### src/rtl/psd_regfile_pkg.sv
// Shared constants for the psd_chip configuration register file:
// default geometry, named register indices and the instance reset/RO maps.
package psd_regfile_pkg;

  localparam int unsigned PSD_WIDTH   = 8;
  localparam int unsigned PSD_ADDRW   = 8;
  localparam int unsigned PSD_NUMREGS = 16;
  localparam int unsigned PSD_ERRW    = 4;

  localparam int unsigned REG_GAIN    = 0;
  localparam int unsigned REG_OFFSET  = 1;
  localparam int unsigned REG_TRIM    = 2;
  localparam int unsigned REG_BIAS    = 3;
  localparam int unsigned REG_CHIP_ID = 7;

  localparam logic [PSD_WIDTH-1:0] BIAS_RESET = 8'hA5;

  function automatic logic [PSD_NUMREGS*PSD_WIDTH-1:0] psd_defaults();
    logic [PSD_NUMREGS*PSD_WIDTH-1:0] d;
    d = '0;
    d[REG_BIAS*PSD_WIDTH +: PSD_WIDTH] = BIAS_RESET;
    return d;
  endfunction

  function automatic logic [PSD_NUMREGS-1:0] psd_ro_mask();
    logic [PSD_NUMREGS-1:0] m;
    m = '0;
    m[REG_CHIP_ID] = 1'b1;
    return m;
  endfunction

  localparam logic [PSD_NUMREGS*PSD_WIDTH-1:0] PSD_DEFAULTS = psd_defaults();
  localparam logic [PSD_NUMREGS-1:0]           PSD_RO_MASK  = psd_ro_mask();

endpackage

### src/rtl/sat_counter.sv
// Saturating event counter: counts inc pulses, sticks at all-ones, clear wins.
module sat_counter #(
  parameter int unsigned W = 4
)(
  input  logic         clk,
  input  logic         reset_n,
  input  logic         inc,
  input  logic         clear,
  output logic [W-1:0] count
);

  always_ff @(posedge clk or negedge reset_n) begin
    if (!reset_n)                 count <= '0;
    else if (clear)               count <= '0;
    else if (inc && count != '1)  count <= count + 1'b1;
  end

endmodule

### src/rtl/config_regfile.sv
// Configuration register file: per-register defaults, RO masking, registered
// readback, optional shadow/commit bank and saturating address-error counter.
module config_regfile
  import psd_regfile_pkg::*;
#(
  parameter int unsigned               WIDTH     = PSD_WIDTH,
  parameter int unsigned               NUMREGS   = PSD_NUMREGS,
  parameter int unsigned               ADDRW     = PSD_ADDRW,
  parameter bit                        SHADOW_EN = 1'b0,
  parameter logic [NUMREGS*WIDTH-1:0]  DEFAULTS  = '0,
  parameter logic [NUMREGS-1:0]        RO_MASK   = '0,
  parameter int unsigned               ERRW      = PSD_ERRW
)(
  input  logic             clk,
  input  logic             reset_n,
  output logic [WIDTH-1:0] config_bits [0:NUMREGS-1],
  input  logic             write,
  input  logic [ADDRW-1:0] write_addr,
  input  logic [WIDTH-1:0] write_data,
  input  logic             read,
  input  logic [ADDRW-1:0] read_addr,
  output logic [WIDTH-1:0] read_data,
  output logic             read_valid,
  input  logic             commit,
  input  logic             soft_reset,
  output logic             dirty,
  output logic             addr_err,
  output logic [ERRW-1:0]  err_count
);

  localparam int unsigned IDXW = (NUMREGS > 1) ? $clog2(NUMREGS) : 1;

  logic [WIDTH-1:0] shadow [0:NUMREGS-1];
  logic [IDXW-1:0]  wa_idx, ra_idx;
  logic             w_in, r_in, wr_ok, wr_err, rd_err, err_evt;

  assign wa_idx = write_addr[IDXW-1:0];
  assign ra_idx = read_addr[IDXW-1:0];
  assign w_in   = 32'(write_addr) < NUMREGS;
  assign r_in   = 32'(read_addr)  < NUMREGS;

  // Range is checked first so the RO lookup never uses an aliased index.
  assign wr_ok   = write && w_in && !RO_MASK[wa_idx];
  assign wr_err  = write && !wr_ok;
  assign rd_err  = read && !r_in;
  assign err_evt = wr_err || rd_err;

  for (genvar i = 0; i < NUMREGS; i++) begin : g_reg
    localparam logic [WIDTH-1:0] DFLT = DEFAULTS[i*WIDTH +: WIDTH];
    logic hit;
    assign hit = wr_ok && (wa_idx == IDXW'(i));

    // Commit copies the pre-edge shadow, so a same-cycle write stays pending.
    always_ff @(posedge clk or negedge reset_n) begin
      if (!reset_n)                 config_bits[i] <= DFLT;
      else if (soft_reset)          config_bits[i] <= DFLT;
      else if (SHADOW_EN && commit) config_bits[i] <= shadow[i];
      else if (!SHADOW_EN && hit)   config_bits[i] <= write_data;
    end

    if (SHADOW_EN) begin : g_sh
      always_ff @(posedge clk or negedge reset_n) begin
        if (!reset_n)        shadow[i] <= DFLT;
        else if (soft_reset) shadow[i] <= DFLT;
        else if (hit)        shadow[i] <= write_data;
      end
    end else begin : g_dir
      assign shadow[i] = config_bits[i];
    end
  end

  always_ff @(posedge clk or negedge reset_n) begin
    if (!reset_n)        dirty <= 1'b0;
    else if (soft_reset) dirty <= 1'b0;
    else                 dirty <= SHADOW_EN && (wr_ok || (dirty && !commit));
  end

  // Readback samples pre-edge bank contents: read-before-write on collisions.
  always_ff @(posedge clk or negedge reset_n) begin
    if (!reset_n) begin
      read_data  <= '0;
      read_valid <= 1'b0;
      addr_err   <= 1'b0;
    end else begin
      read_valid <= read;
      addr_err   <= err_evt;
      if (read) read_data <= r_in ? shadow[ra_idx] : '0;
    end
  end

  sat_counter #(.W(ERRW)) u_err_cnt (
    .clk     (clk),
    .reset_n (reset_n),
    .inc     (err_evt),
    .clear   (soft_reset),
    .count   (err_count)
  );

endmodule

### config.mk
export PLATFORM = sky130hd
export DESIGN_NAME = config_regfile
export DESIGN_NICKNAME = d
export VERILOG_FILES = /design/src/rtl/psd_regfile_pkg.sv /design/src/rtl/sat_counter.sv /design/src/rtl/config_regfile.sv
export SDC_FILE = /design/constraint.sdc
export NUM_CORES = 1
export LEC_CHECK = 0
export CORE_UTILIZATION = 38
export CTS_BUF_LIST = sky130_fd_sc_hd__clkbuf_4 sky130_fd_sc_hd__clkbuf_8
export DETAILED_ROUTE_END_ITERATION = 10
export PLACE_DENSITY = 0.73
export SLEW_MARGIN = 20
export SYNTH_ARGS = -nofsm -noshare
export SYNTH_HDL_FRONTEND = slang
export SYNTH_SLANG_ARGS = --single-unit
### constraint.sdc
create_clock -name clk -period 1.7 [get_ports clk]
set_input_delay 0.34 -clock clk [delete_from_list [all_inputs] [get_ports clk]]
set_output_delay 0.34 -clock clk [all_outputs]
set_load 0.02 [all_outputs]
; ---- After elaboration in Yosys (flattened, before gate mapping)
; Memories as Yosys holds them, arrays and structs flattened.
; Cells that the tools add are included.
[classes]
div_mod_pow = 0
mux = 39
shifts = 0
bitwise_logic = 1
n_eq_ne = 16
n_reduce_logical = 43
magnitude_cmp = 4
n_mul = 0
add_sub_neg = 1
[op_table]
columns = cell, n
row1 = $mux 8, 35
row2 = $reduce_bool 2->1, 17
row3 = $bmux 8 s4, 1
row4 = $eq 4x4->1 const B, 8
row5 = $logic_and 1x1->1, 21
row6 = $eq 4x3->1 const B, 4
row7 = $lt 8x5->1 const B, 2
row8 = $eq 4x2->1 const B, 2
row9 = $mux 4, 2
row10 = $ge 5x5->1 const B, 1
row11 = $lt 4x5->1 const B, 1
row12 = $not 4->5, 1
row13 = $add 4x1->4 const B, 1
row14 = $eq 4x1->1 const B, 1
row15 = $logic_not 4->1, 1
row16 = $ne 4x4->1 const B, 1
row17 = $logic_not 1->1, 3
row18 = $logic_or 1x1->1, 1
row19 = $mux 1, 1
[word_totals]
ram_bits = 0
elab_cells = 125
latch_bits = 0
n_memories = 1
romBits = 16
ff_bits = 142
out_inout_bits = 143
[mem_list]
columns = name, words, word_bits, read_ports, rd_clocked_by_memory_dff, write_ports, line
row1 = (name not given), 16, 1, 1, 0, 0, config_regfile.sv:43  ; assign wr_ok = write && w_in && !RO_MASK[wa_idx];

; ---- Logic depth before layout (Yosys ltp)
; Gate-level depths: netlist of run 1.
[logic_depth]
depth_word = 10
mapped_depth = 6
ltp_nobuf = 4

; ---- Modules after synthesis
; Synthesis of run 1 repeated with hierarchy kept, for this count alone.
[hier_totals]
cells_unflattened = 558
hier_area_um2 = 6937.9
[by_module_without_submodules]
columns = mod, area_each_um2, seq_area_each_um2, instances, cells_per_inst
row1 = config_regfile, 6708.9, 3453.3, 1, 538
row2 = sat_counter, 229.0, 100.1, 1, 20

; ---- Worst setup path after synthesis of run 1
; No wires, ideal clock.
[synth_timing]
path_type = input to register
from = input write_addr[7]
to = register config_bits[41] (netlist bit)
t_arrival_ps = 1655
stages = 5
path_slack_ps = -34
path_buffers = 1
cell_sequence = or4_4 nor4_4 and2_1 buf_4 mux2i_1
[synth_via]
elab_chain_len = 5
[synth_rtl]
columns = item, line
row1 = from (decl), config_regfile.sv:18  ; input logic [ADDRW-1:0] write_addr,
row2 = $lt 8x5->1, config_regfile.sv:39  ; assign w_in = 32'(write_addr) < NUMREGS;
row3 = $logic_and 1x1->1 (2 in a row), config_regfile.sv:43
row4 = $logic_and 1x1->1, config_regfile.sv:51  ; assign hit = wr_ok && (wa_idx == IDXW'(i));
row5 = $reduce_bool 2->1 (no line), --
row6 = "to (signal, indexed assignment)", config_regfile.sv:57  ; else if (SHADOW_EN && commit) config_bits[i] <= shadow[i];
row7 = "to (signal, indexed assignment)", config_regfile.sv:58  ; else if (!SHADOW_EN && hit) config_bits[i] <= write_data;
row8 = to (decl), config_regfile.sv:16  ; output logic [WIDTH-1:0] config_bits [0:NUMREGS-1],
; Every way passes these cells.
; A chain may end at the register's enable or synchronous reset.

; ---- Worst setup path in the final report of run 1
[layout_timing]
from = input write_addr[6]
to = register config_bits[112] (netlist bit)
; The elaborated chain is that of the path after synthesis.

==> out/results.env, run 1 <==
TIMING.MAX_SLEW.REL_SLACK_PCT=64.6
CRITICAL_PATH.STARTPOINT='write_addr[6]'
SYNTH_TOP_CELL_BY_AREA='dfrtp_1'
FIRST_GLOBAL_VIAS=5748
DESIGN.FINAL.NETS=797
DR.PASS1.ITERS=4
FINAL_HOLD_VIOL_COUNT=0
DRT-WIRELENGTH-PER-CELL_UM=21.6
FINISH.INSTANCE_AREA_MM2=0.00991
MOSTFREQUENTLAYOUTCELLS='mux2i_1, dlygate4sd2_1, dfrtp_1, nand2b_1, buf_4'
FP.DIEAREA_MM2=0.0198
ROUTE.DETAILED.DRC=0
CTS-BUFFERS-INSERTED=17
SLOWEST_STAGE='or4_4'
VIA_COUNT=5399
DIE-HEIGHT_UM=141
CTS_TREE='built'
DIE-WIDTH_UM=141
VDD_DROP_MAX_mV=0.532
PWRDENS_mW_PER_MM2=693
COMBINATIONALPOWERSHARE_PCT=8.6
CP_CELL_SEQUENCE='clkdlybuf4s15_1, or4_4, nor4_4, buf_6, buf_4, nand2_8, mux2i_1'
PLACEMENTROWS=50
MAX_INCR_DELAY_ON_CP_PS=570
FINAL_ANTENNA_NET_COUNT=0
P_SW_W=0.00167
CRITICAL_PATH_PEAK_FANOUT=8
CTSLONGESTPATHBUFFERS=2
FLOORPLAN.INITIALDENSITY_PCT=38.9
POST-ROUTE-PERIOD-UTIL_PCT=97.1
CRITPATHREQUIREDTIME_PS=2030
CTS.ROOT.BUFFER_CELL='clkbuf_8'
INITIAL_ANTENNA_VIOLATION_COUNT=0
WORST_HOLD_SLACK_PS=285
RRSETUPSLACK_PS=170
FINAL-SETUP-VIOL-COUNT=0
HP-START='write_addr[4]'
DRTITER0DRC=319
LEAKAGE_nW=5.59
FINALCLOCKSKEW_PS=7.15
CORE_AREA_MM2=0.0188
FINALWEIGHTEDCONGESTION=0.818
START_KIND='primary input'
POST_SYNTH_INST_COUNT=577
GRT_MAX_DEGREE=61
SYNTH_SEQUENTIAL_AREA_RATIO_PCT=48.7
SYN_NETS=608
REPORT.FINAL.SLEW_VIOL_COUNT=0
DRIVE_ABOVE_1_SHARE_PCT=17.8
AREA_OF_THE_MAPPED_NETLIST_MM2=0.00729
PIN_COUNT=173
DP.FINAL_HPWL_UM=15900
YOSYSTOPAREACELLSHARE_PCT=48.7
DETAILED_PLACE.AREA_MM2=0.00960
CLOCK_PIN_TRANSITION_ON_THE_WORST_SETUP_AND_HOLD_TIMING_PATHS_PS=80
SYNTH_CELL_TYPE_COUNT=32
TIMING.FMAX_GHz=0.606
WORSTSKEWPAIRLATENCY_PS=460
HOLD_PATH.CLASS='primary input to register'
AREA_GROWTH_SYN_TO_LAYOUT_PCT=35.9
SYNTH.AVG_CELL_AREA_UM2=12.6
RSZ0062_AT_GRT='no'
MOSTFREQUENTLAYOUTCELL='mux2i_1'
FIN_SETUP_TNS_PS=0
GLOBALROUTE.TOTALOVERFLOW=0
TIMING_WORST_SLEW_PIN_VALUE_PS=529
TIMING.REG2REG.WORST_PATH_DEPTH=4
PORT_BUFFERS=170
CRIT_ARRIVAL_PS=1990
YS.WARNINGS.COUNT=0
SYNTHTOPCELLSBYAREA='dfrtp_1, mux2i_1, nand2b_1, mux4_2, clkbuf_1'
GRT_USE_TOTAL_PCT=23.4
INSERTEDDIODECOUNT=0
CLKSINKCOUNT=142
MIN_DELAY_PATH_DEPTH=3
SYNTH-SEQ-CELLS=142
POWER.INTERNAL_W=0.00520
ROUTED_VIA_DENSITY=5.33
TOTALWIRELENGTH_UM=21900
MAXIMUM_CAPACITANCE_VIOLATIONS=0
CRIT_PATH_END_KIND='register'
H-TREE-DEPTH=4
LAYOUT_MIN_CYCLE_TIME_PS=1650
SEQPWRFRAC_PCT=49.5
RESULT_OF_THE_RUN='finished clean'
FIN_TOTAL_PWR_W=0.00687
GRT_FIRST_PASS_WIRELENGTH_UM=34000
SWITCHING_SHARE_PCT=24.3
CRITICALPATHCATEGORY='primary input to register'
R2R_START='config_bits[45]$_DFFE_PN0P_'
POWER.SHARE.CLOCK_PCT=41.9
## power groups by stage
stage	logic (W)	clock network [W]	registers, W
after CTS	0.000596	0.00292	0.00340
after global routing	0.000637	0.00307	0.00340
final	0.000592	0.00288	0.00340
after detailed placement	0.000599	0	0.00347
after global placement	0.000586	0	0.00347
after floorplan	0.000267	0	0.00348
## timing repair
item / CTS / global route
resized for setup: 157 / 1
pin swaps: 3 / 0
endpoints found under the setup margin: 204 / 9
endpoints found under the hold margin: 26 / 0
gates cloned: 0 / 0
hold buffers: 1 / 0
setup buffers: 0 / 2
## cell families after synthesis
group / share of synthesized area, %
simple gates: 15.1
buf+inv: 3.45
flops: 48.7
mux: 31.0
compound gates: 1.41
xor+xnor: 0.120
fa+ha+maj: 0.172
other cells: 0.0514
## Yosys cell counts (all sizes together)
cell,instances
buf,12
o41ai,2
nand2b,137
nand3,5
and3,1
nor4,4
o22ai,8
nand2,14
nor2b,2
conb,1
and4,2
and2,1
or4,1
xnor2,1
ha,1
clkbuf,38
inv,11
dfrtp,142
mux4,32
a32oi,1
a21oi,2
mux2i,145
mux2,8
a31o,1
nor2,4
a21o,1
## registers in the layout, summed over array words and instances (netlist names)
signal and cells:
u_err_cnt.count 4, read_data 8, addr_err 1, config_bits 128, read_valid 1
## worst max-delay path, delay by kind of cell
| kind | cells | cell delay, ps |
|---|---|---|
| mux | 1 | 140 |
| buf+inv | 3 | 540 |
| simple gates | 3 | 960 |
## routing by layer
layer	vias to the layer above	part of all wire [%]	global-route usage [%]
met3	30	5.8	4.58
li1	2384	-	-
met5	-	0	0
met4	0	2.4	9.67
met1	2770	44	30.7
met2	215	48	38.1
## path summary, 6_finish.rpt
check | endpoint
worst min-delay path | addr_err$_DFF_PN0_
worst max-delay path | config_bits[112]$_DFFE_PN0P_
min in group asynchronous | u_err_cnt.count[2]$_DFFE_PN0P_
worst max register to register | read_data[5]$_DFFE_PN0P_
max in group asynchronous | config_bits[30]$_DFFE_PN0P_
worst min register to register | read_data[0]$_DFFE_PN0P_
## per-stage QoR
stage                     setup WS, ps  utilization (%)  cells
after global routing             0.556             52.8   1013
after global placement            -587             51.1    978
final                             49.5             52.8   1013
after floorplan                  -34.0                -    577
after CTS                         1.67             52.7   1011
after detailed placement          -637             51.1    978
## final cells by class
cell class / instances / area (um^2)
Clock inverter: 11 / 140
Clock buffer: 21 / 277
Fill cell: 1623 / 8850
Inverter: 11 / 41.3
Multi-Input combinational cell: 374 / 3540
Tap cell: 234 / 293
Timing Repair Buffer: 220 / 2070
Sequential cell: 142 / 3550
No activity file was read; power rests on OpenSTA's default activity.
==> inputs of run 2 (changes only) <==
--- a/config.mk
+++ b/config.mk
@@ -9,6 +9,8 @@
 export CTS_BUF_LIST = sky130_fd_sc_hd__clkbuf_4 sky130_fd_sc_hd__clkbuf_8
 export DETAILED_ROUTE_END_ITERATION = 10
 export PLACE_DENSITY = 0.73
+export RECOVER_POWER = 50
+export SETUP_SLACK_MARGIN = 0.05
 export SLEW_MARGIN = 20
 export SYNTH_ARGS = -nofsm -noshare
 export SYNTH_HDL_FRONTEND = slang
==> run 2 against run 1 <==
Compared with the run above:
- first-iteration DRC count rose by 26%
- sequential power about the same
- core utilization shrank 0.73 points
- register-to-register slack about the same
- worst hold slack gained 77 ps
- highest routed layer unchanged
==> out/results.env, run 2 (synthesis results as in run 1) <==
RESULT_OF_THE_RUN='finished clean'  # unchanged
CTS_TREE='built'  # unchanged
MET2_USAGE_PCT=38.2  # was 38.1%
DRT-WIRELENGTH-PER-CELL_UM=21.9  # was 21.6 um
ROUTE.DETAILED.DRC=0  # unchanged
TIMING.FMAX_GHz=0.601  # was 0.606 GHz
MOSTFREQUENTLAYOUTCELLS='mux2i_1, dfrtp_1, dlygate4sd2_1, nand2b_1, mux4_2'  # was mux2i_1, dlygate4sd2_1, dfrtp_1, nand2b_1, buf_4
VDD_DROP_MAX_mV=0.506  # was 0.532 mV
FLOORPLAN.INITIALDENSITY_PCT=38.9  # unchanged
MIN_DELAY_WORST_ENDPOINT='addr_err$_DFF_PN0_'  # unchanged
LARGEST_REGISTER_FFS=128  # unchanged
CLKSINKCOUNT=142  # unchanged
GRT_USE_TOTAL_PCT=23.3  # was 23.4%
TIMING_WORST_SLEW_PIN_VALUE_PS=949  # was 529 ps
TIMING.RR.END='u_err_cnt.count[2]$_DFFE_PN0P_'  # was read_data[5]$_DFFE_PN0P_
REG_TOP3='config_bits (128), read_data (8), u_err_cnt.count (4)'  # unchanged
GRT-BUSIEST-LAYER='met2'  # unchanged
CLOCK_PIN_TRANSITION_ON_THE_WORST_SETUP_AND_HOLD_TIMING_PATHS_PS=80  # about the same
DRTITER0DRC=403  # was 319
CRITICALPATHCATEGORY='primary input to register'  # unchanged
POST-ROUTE-PERIOD-UTIL_PCT=97.8  # was 97.1%
INITIAL_ANTENNA_VIOLATION_COUNT=0  # unchanged
RRSETUPSLACK_PS=170  # about the same
GR-USAGE-MET3_PCT=4.89  # was 4.58%
R2R_START='u_err_cnt.count[0]$_DFFE_PN0P_'  # was config_bits[45]$_DFFE_PN0P_
CTS.ROOT.BUFFER_CELL='clkbuf_8'  # unchanged
H-TREE-DEPTH=4  # unchanged
FINALCOREUTILIZATION_PCT=52.1  # was 52.8%
CRIT_PATH_END_KIND='register'  # unchanged
AREA_GROWTH_SYN_TO_LAYOUT_PCT=34.1  # was 35.9%
FINALWEIGHTEDCONGESTION=0.849  # was 0.818
PWRDENS_mW_PER_MM2=722  # was 693 mW/mm^2
TIMING.MAX_SLEW.REL_SLACK_PCT=36.7  # was 64.6%
FINAL_ANTENNA_NET_COUNT=0  # unchanged
GROUTE.LAYER.MET1.USAGE_PCT=30.6  # was 30.7%
TIMING.REG2REG.WORST_PATH_DEPTH=4  # unchanged
MIN_DELAY_PATH_DEPTH=4  # was 3
ROUTED_VIA_DENSITY=5.39  # was 5.33
MOSTFREQUENTLAYOUTCELL='mux2i_1'  # unchanged
PLACEMENTROWS=50  # unchanged
FP.DIEAREA_MM2=0.0198  # unchanged
PORT_BUFFERS=170  # unchanged
GRT_MAX_DEGREE=55  # was 61
GLOBALROUTE.TOTALOVERFLOW=0  # unchanged
FINAL-SETUP-VIOL-COUNT=0  # unchanged
DR.PASS1.ITERS=5  # was 4
START_KIND='primary input'  # unchanged
HP-START='write'  # was write_addr[4]
GRT_FIRST_PASS_WIRELENGTH_UM=34200  # was 34000 um
DP.FINAL_HPWL_UM=15700  # was 15900 um
CRITICAL_PATH_PEAK_FANOUT=8  # unchanged
RSZ0062_AT_GRT='no'  # unchanged
MAXIMUM_CAPACITANCE_VIOLATIONS=0  # unchanged
REPORT.FINAL.SLEW_VIOL_COUNT=0  # unchanged
FINALCLOCKSKEW_PS=15.4  # was 7.15 ps
PIN_COUNT=173  # unchanged
TOTALWIRELENGTH_UM=22100  # was 21900 um
DRIVE_ABOVE_1_SHARE_PCT=17.0  # was 17.8%
VIA_COUNT=5436  # was 5399
FIN_TOTAL_PWR_W=0.00705  # was 0.00687 W
CRITPATHREQUIREDTIME_PS=2060  # was 2030 ps
INSERTEDDIODECOUNT=0  # unchanged
CTSLONGESTPATHBUFFERS=2  # unchanged
CORE_AREA_MM2=0.0188  # unchanged
HOLD_PATH.CLASS='primary input to register'  # unchanged
CTS-BUFFERS-INSERTED=17  # unchanged
WORSTSKEWPAIRLATENCY_PS=460  # about the same
FINAL_HOLD_VIOL_COUNT=0  # unchanged
LARGEST-REGISTER='config_bits'  # unchanged
DIE-WIDTH_UM=141  # unchanged
DESIGN.FINAL.NETS=794  # was 797
DIE-HEIGHT_UM=141  # unchanged
CRIT_ARRIVAL_PS=2030  # was 1990 ps
FIRST_GLOBAL_VIAS=5718  # was 5748
LEAKAGE_nW=5.55  # was 5.59 nW
LAYOUT_MIN_CYCLE_TIME_PS=1660  # was 1650 ps
run 2: cell count changes in the layout (fill, tap and decap cells not counted), moves of 3 or more:
cell             previous run  this run
nand2_2                     2         5
clkbuf_2                    0         8
nand2_8                     3         0
clkdlybuf4s50_1            21        18
clkinv_2                    5         1
clkbuf_1                    0         4
buf_12                     14         7
buf_4                      34        25
run 2: layout make-up:
type / instances / area (um^2)
repair buffers: 217 / 1940
fillers: 1689 / 8990
well taps: 234 / 293
multi-input cells: 374 / 3490
clock inverters: 9 / 158
clock buffers: 22 / 297
inverters: 11 / 41.3
flip-flops and latches: 142 / 3550
run 2: timing repair:
item	CTS	global route
setup endpoints to repair	269	4
hold buffers	1	0
hold endpoints to repair	33	0
buffers inserted	1	1
resized for setup	152	9
cloned	0	1
pin swaps	1	3
run 2: critical path, stage by stage:
cell,delay [ps]
dlygate4sd3_1,670
and4_1,300
nand3_1,100
buf_2,340
mux2i_1,280
run 2: worst max path at each step:
stage | cells after the start | slack (ps) | to | startpoint
floorplan | 4 | -30 | config_bits[32]$_DFFE_PN0P_ | write_addr[7]
global placement | 7 | -610 | config_bits[75]$_DFFE_PN0P_ | write_addr[6]
detailed placement | 7 | -670 | config_bits[9]$_DFFE_PN0P_ | write_addr[6]
CTS | 1 | 70 | config_bits[24] | config_bits[24]$_DFFE_PN0P_
global route | 5 | 30 | config_bits[81]$_DFFE_PN0P_ | write_addr[2]
finish | 5 | 40 | config_bits[1]$_DFFE_PN0P_ | write_addr[2]
run 2: per-stage QoR:
stage	std cells	area, um^2	hold WS [ps]	TNS, ps	setup WS, ps
floorplan	577	7310	44.4	-1190	-31.7
global placement	974	9530	258	-72630	-611
detailed placement	974	9530	267	-77740	-668
CTS	1007	9840	335	0	72.3
global route	1009	9780	342	0	32.7
finish	1009	9780	363	0	36.8
run 2: power breakdown:
group | internal (W) | switching, W | total [W]
Combinational | 0.000243 | 0.000328 | 0.000571
Clock | 0.00177 | 0.00131 | 0.00308
Sequential | 0.00339 | 0.0000144 | 0.00340
run 2: per-layer routing:
layer	share of wire (%)	up-vias
li1	-	2390
met1	43	2801
met5	0	-
met3	6.6	32
met2	48	213
met4	2.2	0
